--- src/rtl/reg_dump_reader.sv ---
// rtl/reg_dump_reader.sv - walks reg_file read ports pairwise and streams {odd,even} beats
// Optional trailing {xor,sum} checksum beat when REG_DUMP_CHECKSUM_EN is defined.
module reg_dump_reader #(
   parameter int NREGS     = 8,
   parameter int ADDR_W    = 3,
   parameter int DATA_W    = 8,
   parameter int READ_WAIT = 1
) (
   input  logic                  i_clk,
   input  logic                  i_reset_n,
   input  logic                  i_start,
   output logic [ADDR_W-1:0]     o_out1address,
   output logic [ADDR_W-1:0]     o_out2address,
   input  logic [DATA_W-1:0]     i_rddata1,
   input  logic [DATA_W-1:0]     i_rddata2,
   output logic [2*DATA_W-1:0]   o_dout,
   output logic [2:0]            o_beat,
   output logic                  o_valid,
   input  logic                  i_ready,
   output logic                  o_busy,
   output logic                  o_done
);

   localparam int                NPAIRS    = NREGS / 2;
   localparam logic [ADDR_W-1:0] LAST_K    = ADDR_W'(NPAIRS - 1);
   localparam logic [3:0]        WAIT_INIT = 4'(READ_WAIT);

`ifdef REG_DUMP_CHECKSUM_EN
   typedef enum logic [2:0] {S_IDLE, S_ADDR, S_SEND, S_CSUM, S_FIN} state_t;
`else
   typedef enum logic [2:0] {S_IDLE, S_ADDR, S_SEND, S_FIN} state_t;
`endif

   state_t              r_state;
   state_t              w_next;
   logic [ADDR_W-1:0]   r_k;
   logic [ADDR_W-1:0]   r_addr1;
   logic [ADDR_W-1:0]   r_addr2;
   logic [3:0]          r_wait;
   logic [2*DATA_W-1:0] r_dout;
   logic [2:0]          r_beat;
   logic                r_valid;
   logic                w_accept;
   logic                w_last;
   logic                w_capture;

   assign w_accept  = r_valid & i_ready;
   assign w_last    = (r_k == LAST_K);
   assign w_capture = (r_state == S_ADDR) && (r_wait == 4'd0);

   always_ff @(posedge i_clk) begin
      if (!i_reset_n) begin
         r_state <= S_IDLE;
      end else begin
         r_state <= w_next;
      end
   end

   always_comb begin
      w_next = r_state;
      case (r_state)
         S_IDLE: if (i_start) w_next = S_ADDR;
         S_ADDR: if (r_wait == 4'd0) w_next = S_SEND;
         S_SEND: begin
            if (w_accept) begin
               if (!w_last) begin
                  w_next = S_ADDR;
               end else begin
`ifdef REG_DUMP_CHECKSUM_EN
                  w_next = S_CSUM;
`else
                  w_next = S_FIN;
`endif
               end
            end
         end
`ifdef REG_DUMP_CHECKSUM_EN
         S_CSUM: if (w_accept) w_next = S_FIN;
`endif
         S_FIN:  w_next = S_IDLE;
         default: w_next = S_IDLE;
      endcase
   end

`ifdef REG_DUMP_CHECKSUM_EN
   logic [DATA_W-1:0] r_sum;
   logic [DATA_W-1:0] r_xor;

   always_ff @(posedge i_clk) begin
      if (!i_reset_n) begin
         r_sum <= '0;
         r_xor <= '0;
      end else if (r_state == S_IDLE && i_start) begin
         r_sum <= '0;
         r_xor <= '0;
      end else if (w_capture) begin
         r_sum <= r_sum + i_rddata1 + i_rddata2;
         r_xor <= r_xor ^ i_rddata1 ^ i_rddata2;
      end
   end
`endif

   always_ff @(posedge i_clk) begin
      if (!i_reset_n) begin
         r_k     <= '0;
         r_addr1 <= '0;
         r_addr2 <= '0;
         r_wait  <= '0;
         r_dout  <= '0;
         r_beat  <= '0;
         r_valid <= 1'b0;
      end else begin
         case (r_state)
            S_IDLE: begin
               if (i_start) begin
                  r_k     <= '0;
                  r_addr1 <= '0;
                  r_addr2 <= ADDR_W'(1);
                  r_wait  <= WAIT_INIT;
               end
            end
            S_ADDR: begin
               if (r_wait == 4'd0) begin
                  r_dout  <= {i_rddata2, i_rddata1};
                  r_beat  <= 3'(r_k);
                  r_valid <= 1'b1;
               end else begin
                  r_wait <= r_wait - 4'd1;
               end
            end
            S_SEND: begin
               if (w_accept) begin
                  r_valid <= 1'b0;
                  if (w_last) begin
                     r_addr1 <= '0;
                     r_addr2 <= '0;
`ifdef REG_DUMP_CHECKSUM_EN
                     // checksum beat goes out straight after the last pair
                     r_dout  <= {r_xor, r_sum};
                     r_beat  <= 3'(NPAIRS);
                     r_valid <= 1'b1;
`endif
                  end else begin
                     r_k     <= r_k + ADDR_W'(1);
                     r_addr1 <= r_addr1 + ADDR_W'(2);
                     r_addr2 <= r_addr2 + ADDR_W'(2);
                     r_wait  <= WAIT_INIT;
                  end
               end
            end
`ifdef REG_DUMP_CHECKSUM_EN
            S_CSUM: begin
               if (w_accept) r_valid <= 1'b0;
            end
`endif
            S_FIN: begin
               r_addr1 <= '0;
               r_addr2 <= '0;
            end
            default: ;
         endcase
      end
   end

   assign o_out1address = r_addr1;
   assign o_out2address = r_addr2;
   assign o_dout        = r_dout;
   assign o_beat        = r_beat;
   assign o_valid       = r_valid;
   assign o_busy        = (r_state != S_IDLE);
   assign o_done        = (r_state == S_FIN);

endmodule
--- config.mk ---
export PLATFORM = sky130hd
export DESIGN_NAME = reg_dump_reader
export DESIGN_NICKNAME = d
export VERILOG_FILES = /design/src/rtl/reg_dump_reader.sv
export SDC_FILE = /design/constraint.sdc
export NUM_CORES = 1
export LEC_CHECK = 0
export CORE_ASPECT_RATIO = 0.75
export CORE_MARGIN = 4
export CORE_UTILIZATION = 35
export CTS_CLUSTER_SIZE = 8
export DETAILED_ROUTE_END_ITERATION = 10
export PLACE_DENSITY = 0.62
export SYNTH_ARGS = -nofsm -noshare
export SYNTH_HDL_FRONTEND = slang
export SYNTH_SLANG_ARGS = --single-unit
--- constraint.sdc ---
create_clock -name i_clk -period 2.57 [get_ports i_clk]
set_input_delay 0.3855 -clock i_clk [delete_from_list [all_inputs] [get_ports i_clk]]
set_output_delay 0.3855 -clock i_clk [all_outputs]
set_load 0.05 [all_outputs]
# Yosys cells after proc, flatten, opt, wreduce, memory -nomap -nowiden
# Index checks and enable logic that the tools add are counted.
[totals]
register_bits = 36
latchBits = 0
mem_bits_rw = 0
mem_bits_ro = 0
inputBits = 20
wordCells = 58
mem_count = 0
[op_classes]
n_addsub = 4
n_mul = 0
n_div = 0
order_cmp = 0
n_eq_ne = 9
n_shift = 0
muxes = 23
bitwise_logic = 1
reduce_logical = 13
[op_table]
columns = ["operator", "count"]
rows = [
  ["$mux W3", 10],
  ["$pmux W3 S3", 3],
  ["$mux W4", 4],
  ["$pmux W4 S3", 1],
  ["$eq A3 B2 Y1 const B", 3],
  ["$reduce_and A3 Y1", 3],
  ["$reduce_bool A3 Y1", 3],
  ["$ne A2 B2 Y1 const B", 4],
  ["$add A3 B2 Y3 const B", 2],
  ["$pmux W3 S2", 1],
  ["$reduce_and A5 Y1", 1],
  ["$logic_not A4 Y1", 1],
  ["$reduce_and A4 Y1", 1],
  ["$reduce_bool A2 Y1", 2],
  ["$sub A4 B1 Y4 const B", 1],
  ["$add A3 B1 Y3 const B", 1],
  ["$eq A3 B1 Y1 const B", 1],
  ["$logic_not A3 Y1", 1],
  ["$mux W1", 2],
  ["$mux W2", 1],
  ["$ne A2 B1 Y1 const B", 1],
  ["$pmux W1 S2", 1],
  ["$reduce_and A2 Y1", 1],
  ["$and A1 B1 Y1", 1],
]

# Logic depth before layout (Yosys ltp)
# Gate-level depths: netlist (run 1).
[depth]
depth_word = 4
ltp_mapped = 8

# Worst setup path after synthesis (run 1)
# OpenSTA, ideal clock, no wires.
[synth_path]
path_kind = "flip-flop to flip-flop"
from = "register r_state[0]"
to = "register r_wait[0]"
setup_ns = 0.086
arrival_time_ns = 1.940
required_ns = 2.484
slack_ns = 0.544
path_stages_with_launch = 9
path_buffers = 2
period_less_slack_ns = 2.026
cell_sequence = "dfxtp_1 inv_1 ha_1 buf_6 a21boi_4 or2_1 buf_6 or3_4 a211oi_1"
[synth_between]
elab_chain_cells = 3
word_cells_on_any_way = 10
classes_between = "eq/ne (6); mux (1); reduce/logical (3)"
[synth_lines]
columns = ["item", "line", "text"]
rows = [
  ["from (decl)", "34", "state_t r_state;"],
  ["from (signal assigned)", "55", "r_state <= w_next;"],
  ["$eq A3 B1 Y1, or another cell as far along", "113", "case (r_state)"],
  ["$ne A2 B2 Y1 (no source line) / $reduce_bool A3 Y1 (equally long branches)", "-", ""],
  ["$reduce_and A5 Y1 (no source line)", "-", ""],
  ["to (signal assigned)", "128", "r_wait <= r_wait - 4'd1;"],
  ["to (decl)", "39", "logic [3:0] r_wait;"],
]
# Parallel ways exist; a longest one is shown, timed or not.
# A chain may end at the register's enable or synchronous reset.

# Worst setup path in the final report (run 1)
[layout_path]
from = "register r_state[0]"
to = "output port o_busy"
[layout_between]
elab_chain_cells = 1
[layout_lines]
columns = ["item", "line", "text"]
rows = [
  ["$reduce_bool A3 Y1", "170", "assign o_busy = (r_state != S_IDLE);"],
  ["to (decl)", "20", "output logic o_busy,"],
]
# Every way passes these cells.

==> results of run 1 <==
## layout make-up
type	instances	area (sq um)	share of cell area [%]
clock inverters	1	5.00	0.222
well taps	57	71.3	3.16
inverters	8	30.0	1.33
flip-flops and latches	34	681	30.2
clock buffers	7	86.3	3.83
repair buffers	54	520	23.1
multi-input cells	138	861	38.2
## critical path, delay by kind of cell (launching register included)
kind / cells / cell delay [ps]
buffers and inverters: 3 / 980
DFF: 1 / 430
adders and majority gates: 1 / 250
## cell usage in the layout (no fill, tap or decap), drive strengths merged, types with 3 or more instances in the layout
cell type / instances
nand3b: 3
clkbuf: 7
a31oi: 3
nor2b: 4
o31ai: 4
nand2: 42
dfxtp: 34
a21oi: 21
o21ai: 3
nor3: 5
clkdlybuf4s50: 46
mux2i: 3
nor2: 5
inv: 8
ha: 9
buf: 8
o41ai: 4
nand2b: 3
## per-stage QoR
step | utilization, % | total power [mW] | hold slack [ps] | instance area (sq um)
2_1_floorplan | - | 1.66 | 455 | 1640
3_3_place_gp | 48.1 | 2.06 | 443 | 2160
3_5_place_dp | 48.1 | 2.06 | 447 | 2160
4_1_cts | 50.2 | 2.47 | 456 | 2250
5_1_grt | 50.2 | 2.60 | 474 | 2250
6_report | 50.2 | 2.44 | 455 | 2250
## worst max path at each step
stage / endpoint / slack [ps] / cells past startpoint
3_5_place_dp: r_wait[3]$_SDFFE_PN0P_ / 440 / 5
3_3_place_gp: o_out2address[0]$_SDFFE_PN0P_ / 430 / 6
2_1_floorplan: r_wait[0]$_SDFFE_PN0P_ / 540 / 8
6_report: o_busy / 240 / 4
5_1_grt: o_busy / 120 / 4
4_1_cts: o_busy / 220 / 4
## sequential cells by signal, indices dropped and copies added, names as in the netlist
register,flops
o_dout,16
r_k,3
r_state,2
o_out2address,3
o_valid,1
r_wait,4
o_beat,3
o_out1address,2
## power breakdown
part | internal [mW] | switching [mW]
combinational | 0.499 | 0.821
sequential | 0.638 | 0.0878
clock | 0.216 | 0.178
total | 1.35 | 1.09
## routing by layer
layer | GRT usage [%] | vias to the layer above | share of wire, %
met4 | 4.28 | 0 | 0.67
met1 | 20.2 | 659 | 50
met3 | 4.51 | 3 | 7.9
met5 | 0 | - | 0
met2 | 21.1 | 45 | 42
li1 | - | 771 | -
## cell families after synthesis
group                      share of synthesized area, %
AOI/OAI and AO/OA                                  19.7
buffers and inverters                              6.03
and+or+nand+nor                                    23.2
DFF                                                41.5
other                                             0.229
muxes                                              2.52
adders and majority gates                          6.87
==> out/qor.csv, run 1 <==
stage;metric;value;unit
worst_hold_path;hold path depth;2;
worst_setup_path;Crit path arrival time;1940;ps
grt;initial antenna violation count;0;
timing;Tightest Pin Transition;602;ps
logic_synthesis;Syn Nets;222;
worst_setup_path;CP max FO;6;
worst_setup_path;reg-to-reg endpoint;o_out2address[0]$_SDFFE_PN0P_;
logic_synthesis;Post-synth ARST share;0;%
logic_synthesis;ys flop type;dfxtp_1;
detailed_routing;initial DRC count;126;
detailed_routing;DRC Markers;0;
detailed_routing;routed len/inst;13.4;microns
logic_synthesis;Ys Warns;0;
cts;CTS buffer count;5;
timing;period utilization;90.5;%
final_layout;fill count;444;
timing;Setup TNS;0;ps
logic_synthesis;sequential-to-total area share from yosys stat;41.5;%
logic_synthesis;post-synth top area cell;dfxtp_1;
grt;vias in the first global route;1435;
floorplanning;starting density of the core;36.5;%
cts;worst-skew pair later-pin latency;280;ps
worst_hold_path;Hold EP;o_dout[3]$_SDFFE_PN0P_;
floorplanning;I/O Pins;48;
power_and_ir_drop;pwr dens;1080;mW/mm^2
final_layout;nets;270;
cts;TritonCTS Sinks;34;
detailed_routing;vias per cell;4.94;
worst_setup_path;crit path launch;r_state[0]$_SDFFE_PN0P_;
grt;first-pass GRT wire length;6660;microns
logic_synthesis;flops & latches, synth;34;
floorplanning;Die X;87.1;microns
cts;CTS max path bufs;2;
cts;Resize count post-CTS;0;
cts;Post-CTS Setup Bufs;0;
timing;Tmin final;2330;ps
worst_hold_path;critical hold path startpoint;o_dout[3]$_SDFFE_PN0P_;
power_and_ir_drop;Max VDD drop;0.000383;V
logic_synthesis;most common cell in the netlist;nand2_1;
detailed_routing;WL final;4020;microns
timing;setup violators final;0;
cts;CTS clk-pin slew, worst paths;70;ps
timing;RSZ-0062 raised after global routing;false;
logic_synthesis;Netlist cell types;44;
logic_synthesis;Synth area leaders;dfxtp_1, nand2_1, ha_1;
placed_design;DP Cell Count;291;
placed_design;# port buffers;46;
cts;CTS tree;built;
final_layout;share of layout cells above drive strength 1;7.85;%
worst_setup_path;Critical Path End Type;primary output;
floorplanning;core area;0.00449;sq mm
timing;relative slew slack;59.5;%
detailed_routing;DR vias;1478;
worst_setup_path;critical path, cell by cell;inv_1 -> ha_1 -> inv_1 -> clkdlybuf4s50_1;
worst_setup_path;CP max stage cell;clkdlybuf4s50_1;
worst_setup_path;r2r worst-path depth;8;
logic_synthesis;Post-synth EDFFs;0;
cts;CTS Hold Bufs;0;
run_status;status;finished, final reports clean;
timing;Final Hold Vio Count;0;
logic_synthesis;average size of a mapped cell;8.50;sq um
cts;htree depth;2;
floorplanning;Cell Rows;21;
detailed_routing;antenna viol nets, final;0;
final_layout;# diodes;0;
worst_setup_path;R2R Setup Slk;420;ps
logic_synthesis;area fraction of the dominant cell type after synthesis;41.5;%
grt;gr usage total;14.4;%
worst_setup_path;WP data required;2180;ps
grt;pin count of the biggest net entering global routing;20;
power_and_ir_drop;LEAKAGE;0.822;nW
logic_synthesis;Mapped Area;0.00164;sq mm
placed_design;dpl hpwl;2890;microns
floorplanning;Die Height;67.3;microns
final_layout;post-route insts no fill;299;
worst_hold_path;HP Class;flip-flop to flip-flop;
worst_setup_path;worst setup path class;flip-flop to primary output;
placed_design;pre-CTS WS;435;ps
timing;Final WS setup;245;ps
placed_design;routability congestion estimate;0.817;
grt;Overflow after GRT;0;
run;Max Cap Violations;0;
logic_synthesis;synth cell count leaders;nand2_1, dfxtp_1, a21oi_1, ha_1;
detailed_routing;DRT Pass-1 Iters;4;
logic_synthesis;Syn Inst Count;193;
timing;Achievable Freq;0.430;GHz
worst_setup_path;CP max stage delay;790;ps
worst_setup_path;type of origin of the critical path;flip-flop;
cts;Clock Tree Root;clkbuf_8;
timing;clk_skew;6.88;ps
final_layout;Area growth, synth to finish;37.5;%
worst_setup_path;cell mode on critical path;inv_1;
floorplanning;die area;0.00586;sq mm
timing;Slew Viols, Final;0;
worst_setup_path;reg2reg start;r_state[0]$_SDFFE_PN0P_;
(Power assumes the default switching activity.)
==> run 2, diff against run 1 <==
--- a/config.mk
+++ b/config.mk
@@ -10,7 +10,7 @@
 export CORE_UTILIZATION = 35
 export CTS_CLUSTER_SIZE = 8
 export DETAILED_ROUTE_END_ITERATION = 10
-export PLACE_DENSITY = 0.62
+export PLACE_DENSITY = 0.64
 export SYNTH_ARGS = -nofsm -noshare
 export SYNTH_HDL_FRONTEND = slang
 export SYNTH_SLANG_ARGS = --single-unit
==> constraint.sdc (replaced) <==
create_clock -name i_clk -period 2.05 [get_ports i_clk]
set_input_delay 0.3075 -clock i_clk [delete_from_list [all_inputs] [get_ports i_clk]]
set_output_delay 0.3075 -clock i_clk [all_outputs]
set_load 0.05 [all_outputs]
==> out/qor.csv, run 2 (same netlist as run 1, synthesis figures left out) <==
stage;metric;value;unit;change
timing;Final WS setup;64.9;ps;-180 ps
placed_design;# port buffers;46;;unchanged
floorplanning;Die X;87.1;microns;unchanged
worst_setup_path;CP max stage cell;o41ai_1;;
final_layout;Area growth, synth to finish;42.9;%;
worst_setup_path;Crit path arrival time;2130;ps;+190 ps
grt;gr usage total;14.4;%;-0.067 points
timing;Tmin final;1990;ps;
power_and_ir_drop;Max VDD drop;0.000657;V;+72%
cts;CTS buffer count;5;;unchanged
worst_setup_path;worst path bufs/invs;2;;-1
timing;Tightest Pin Transition;517;ps;-85.5 ps
placed_design;dpl hpwl;2970;microns;+2.7%
grt;pin count of the biggest net entering global routing;20;;unchanged
power_and_ir_drop;pwr dens;1410;mW/mm^2;+30%
floorplanning;die area;0.00586;sq mm;unchanged
detailed_routing;DRC Markers;0;;unchanged
cts;CTS tree;built;;
timing;relative slew slack;65.5;%;+6.0 points
final_layout;fill count;418;;-5.9%
final_layout;max FFs per register;16;;unchanged
worst_setup_path;worst setup path class;flip-flop to flip-flop;;
cts;CTS Hold Bufs;0;;unchanged
timing;final hold slack;453;ps;-2.28 ps
detailed_routing;WL final;3980;microns;-0.95%
grt;first-pass GRT wire length;6650;microns;-0.11%
worst_setup_path;CP max stage delay;400;ps;-390 ps
worst_setup_path;Critical Path End Type;flip-flop;;
worst_hold_path;HP Class;flip-flop to flip-flop;;
final_layout;post-route insts no fill;309;;+3.3%
final_layout;commonest non-fill, non-tap cells in the layout;clkdlybuf4s50_1, nand2_1, dfxtp_1;;
timing;period utilization;96.8;%;
worst_setup_path;type of origin of the critical path;flip-flop;;
cts;TritonCTS Sinks;34;;unchanged
timing;Slew Viols, Final;0;;unchanged
timing;setup violators final;0;;unchanged
timing;clk_skew;9.13;ps;+2.25 ps
worst_setup_path;Top delay family on crit path;compound AO/OA/AOI/OAI gates;;
worst_setup_path;CP max FO;6;;unchanged
floorplanning;starting density of the core;36.5;%;unchanged
detailed_routing;vias per cell;4.91;;-0.62%
detailed_routing;DR vias;1518;;+2.7%
floorplanning;core area;0.00449;sq mm;unchanged
final_layout;# diodes;0;;unchanged
placed_design;pre-CTS WS;44.6;ps;-391 ps
cts;worst-skew pair later-pin latency;280;ps;about the same
cts;CTS max path bufs;2;;unchanged
cts;htree depth;2;;unchanged
timing;RSZ-0062 raised after global routing;false;;
timing;Final Hold Vio Count;0;;unchanged
power_and_ir_drop;LEAKAGE;0.886;nW;+7.8%
timing;Setup TNS;0;ps;unchanged
floorplanning;I/O Pins;48;;unchanged
power_and_ir_drop;Total Power;3.31;mW;+36%
grt;Overflow after GRT;0;;unchanged
floorplanning;Cell Rows;21;;unchanged
run_status;status;finished, final reports clean;;
placed_design;DP Cell Count;301;;+3.4%
run;Max Cap Violations;0;;unchanged
detailed_routing;routed len/inst;12.9;microns;-4.2%
floorplanning;Die Height;67.3;microns;unchanged
worst_setup_path;WP data required;2190;ps;about the same
grt;vias in the first global route;1469;;+2.4%
placed_design;routability congestion estimate;0.816;;-0.15%
timing;Achievable Freq;0.504;GHz;
detailed_routing;DRT Pass-1 Iters;4;;unchanged
cts;CTS clk-pin slew, worst paths;80;ps;about the same
final_layout;nets;280;;+3.7%
grt;initial antenna violation count;0;;unchanged
final_layout;share of layout cells above drive strength 1;13.1;%;+5.2 points
final_layout;most common cell after layout, fill and taps aside;clkdlybuf4s50_1;;
detailed_routing;initial DRC count;73;;-42%
cts;Clock Tree Root;clkbuf_8;;
detailed_routing;antenna viol nets, final;0;;unchanged
worst_setup_path;critical path, cell by cell;inv_1 -> ha_1 -> a21boi_4 -> or2_4 -> buf_4 -> o41ai_1 -> a21oi_1;;
run 2: cell type report:
class,count,area (sq um),area share [%]
well taps,57,71.3,3.04
multi-input cells,138,863,36.8
inverters,8,30.0,1.28
flip-flops and latches,34,681,29.0
clock buffers,5,68.8,2.93
clock inverters,3,40.0,1.71
repair buffers,64,591,25.2
run 2: report_power, final:
group / total [mW] / internal, mW / switching, mW / leakage (nW)
clock: 0.598 / 0.358 / 0.241 / 0.0579
sequential: 0.888 / 0.799 / 0.0885 / 0.276
combinational: 1.82 / 0.745 / 1.08 / 0.552
run 2: metal layers:
layer / part of all wire (%) / routed length (microns) / GRT usage [%] / vias up
met2: 42 / 1650 / 22.3 / 43
met3: 8.5 / 337 / 5.12 / 5
met1: 49 / 1960 / 18.9 / 681
met5: 0 / 0 / 0 / -
li1: - / - / - / 789
met4: 0.78 / 31 / 4.09 / 0
run 2: what timing repair did:
item	in CTS	in global routing
setup endpoints to repair	0	3
buffers inserted	0	0
resized for setup	0	1
run 2: worst register-to-register path: stages (launching register included):
cell and delay [ps]:
dfxtp_1 360, inv_1 100, ha_1 260, a21boi_4 170, or2_4 280, buf_4 150
o41ai_1 400, a21oi_1 120
run 2: path summary, 6_finish.rpt:
path / from / to / slack, ps / cells after the start
hold / removal: o_dout[10]$_SDFFE_PN0P_ / o_dout[10]$_SDFFE_PN0P_ / 450 / 2
setup reg to reg: r_state[0]$_SDFFE_PN0P_ / r_wait[3]$_SDFFE_PN0P_ / 60 / 7
setup / recovery: r_state[0]$_SDFFE_PN0P_ / r_wait[3]$_SDFFE_PN0P_ / 60 / 7
hold reg to reg: o_dout[10]$_SDFFE_PN0P_ / o_dout[10]$_SDFFE_PN0P_ / 450 / 2
run 2: stage by stage:
stage / instance area (sq um) / utilization [%]
detailed placement: 2230 / 49.7
floorplan: 1640 / -
finish: 2340 / 52.2
global placement: 2230 / 49.7
CTS: 2340 / 52.1
global route: 2340 / 52.2
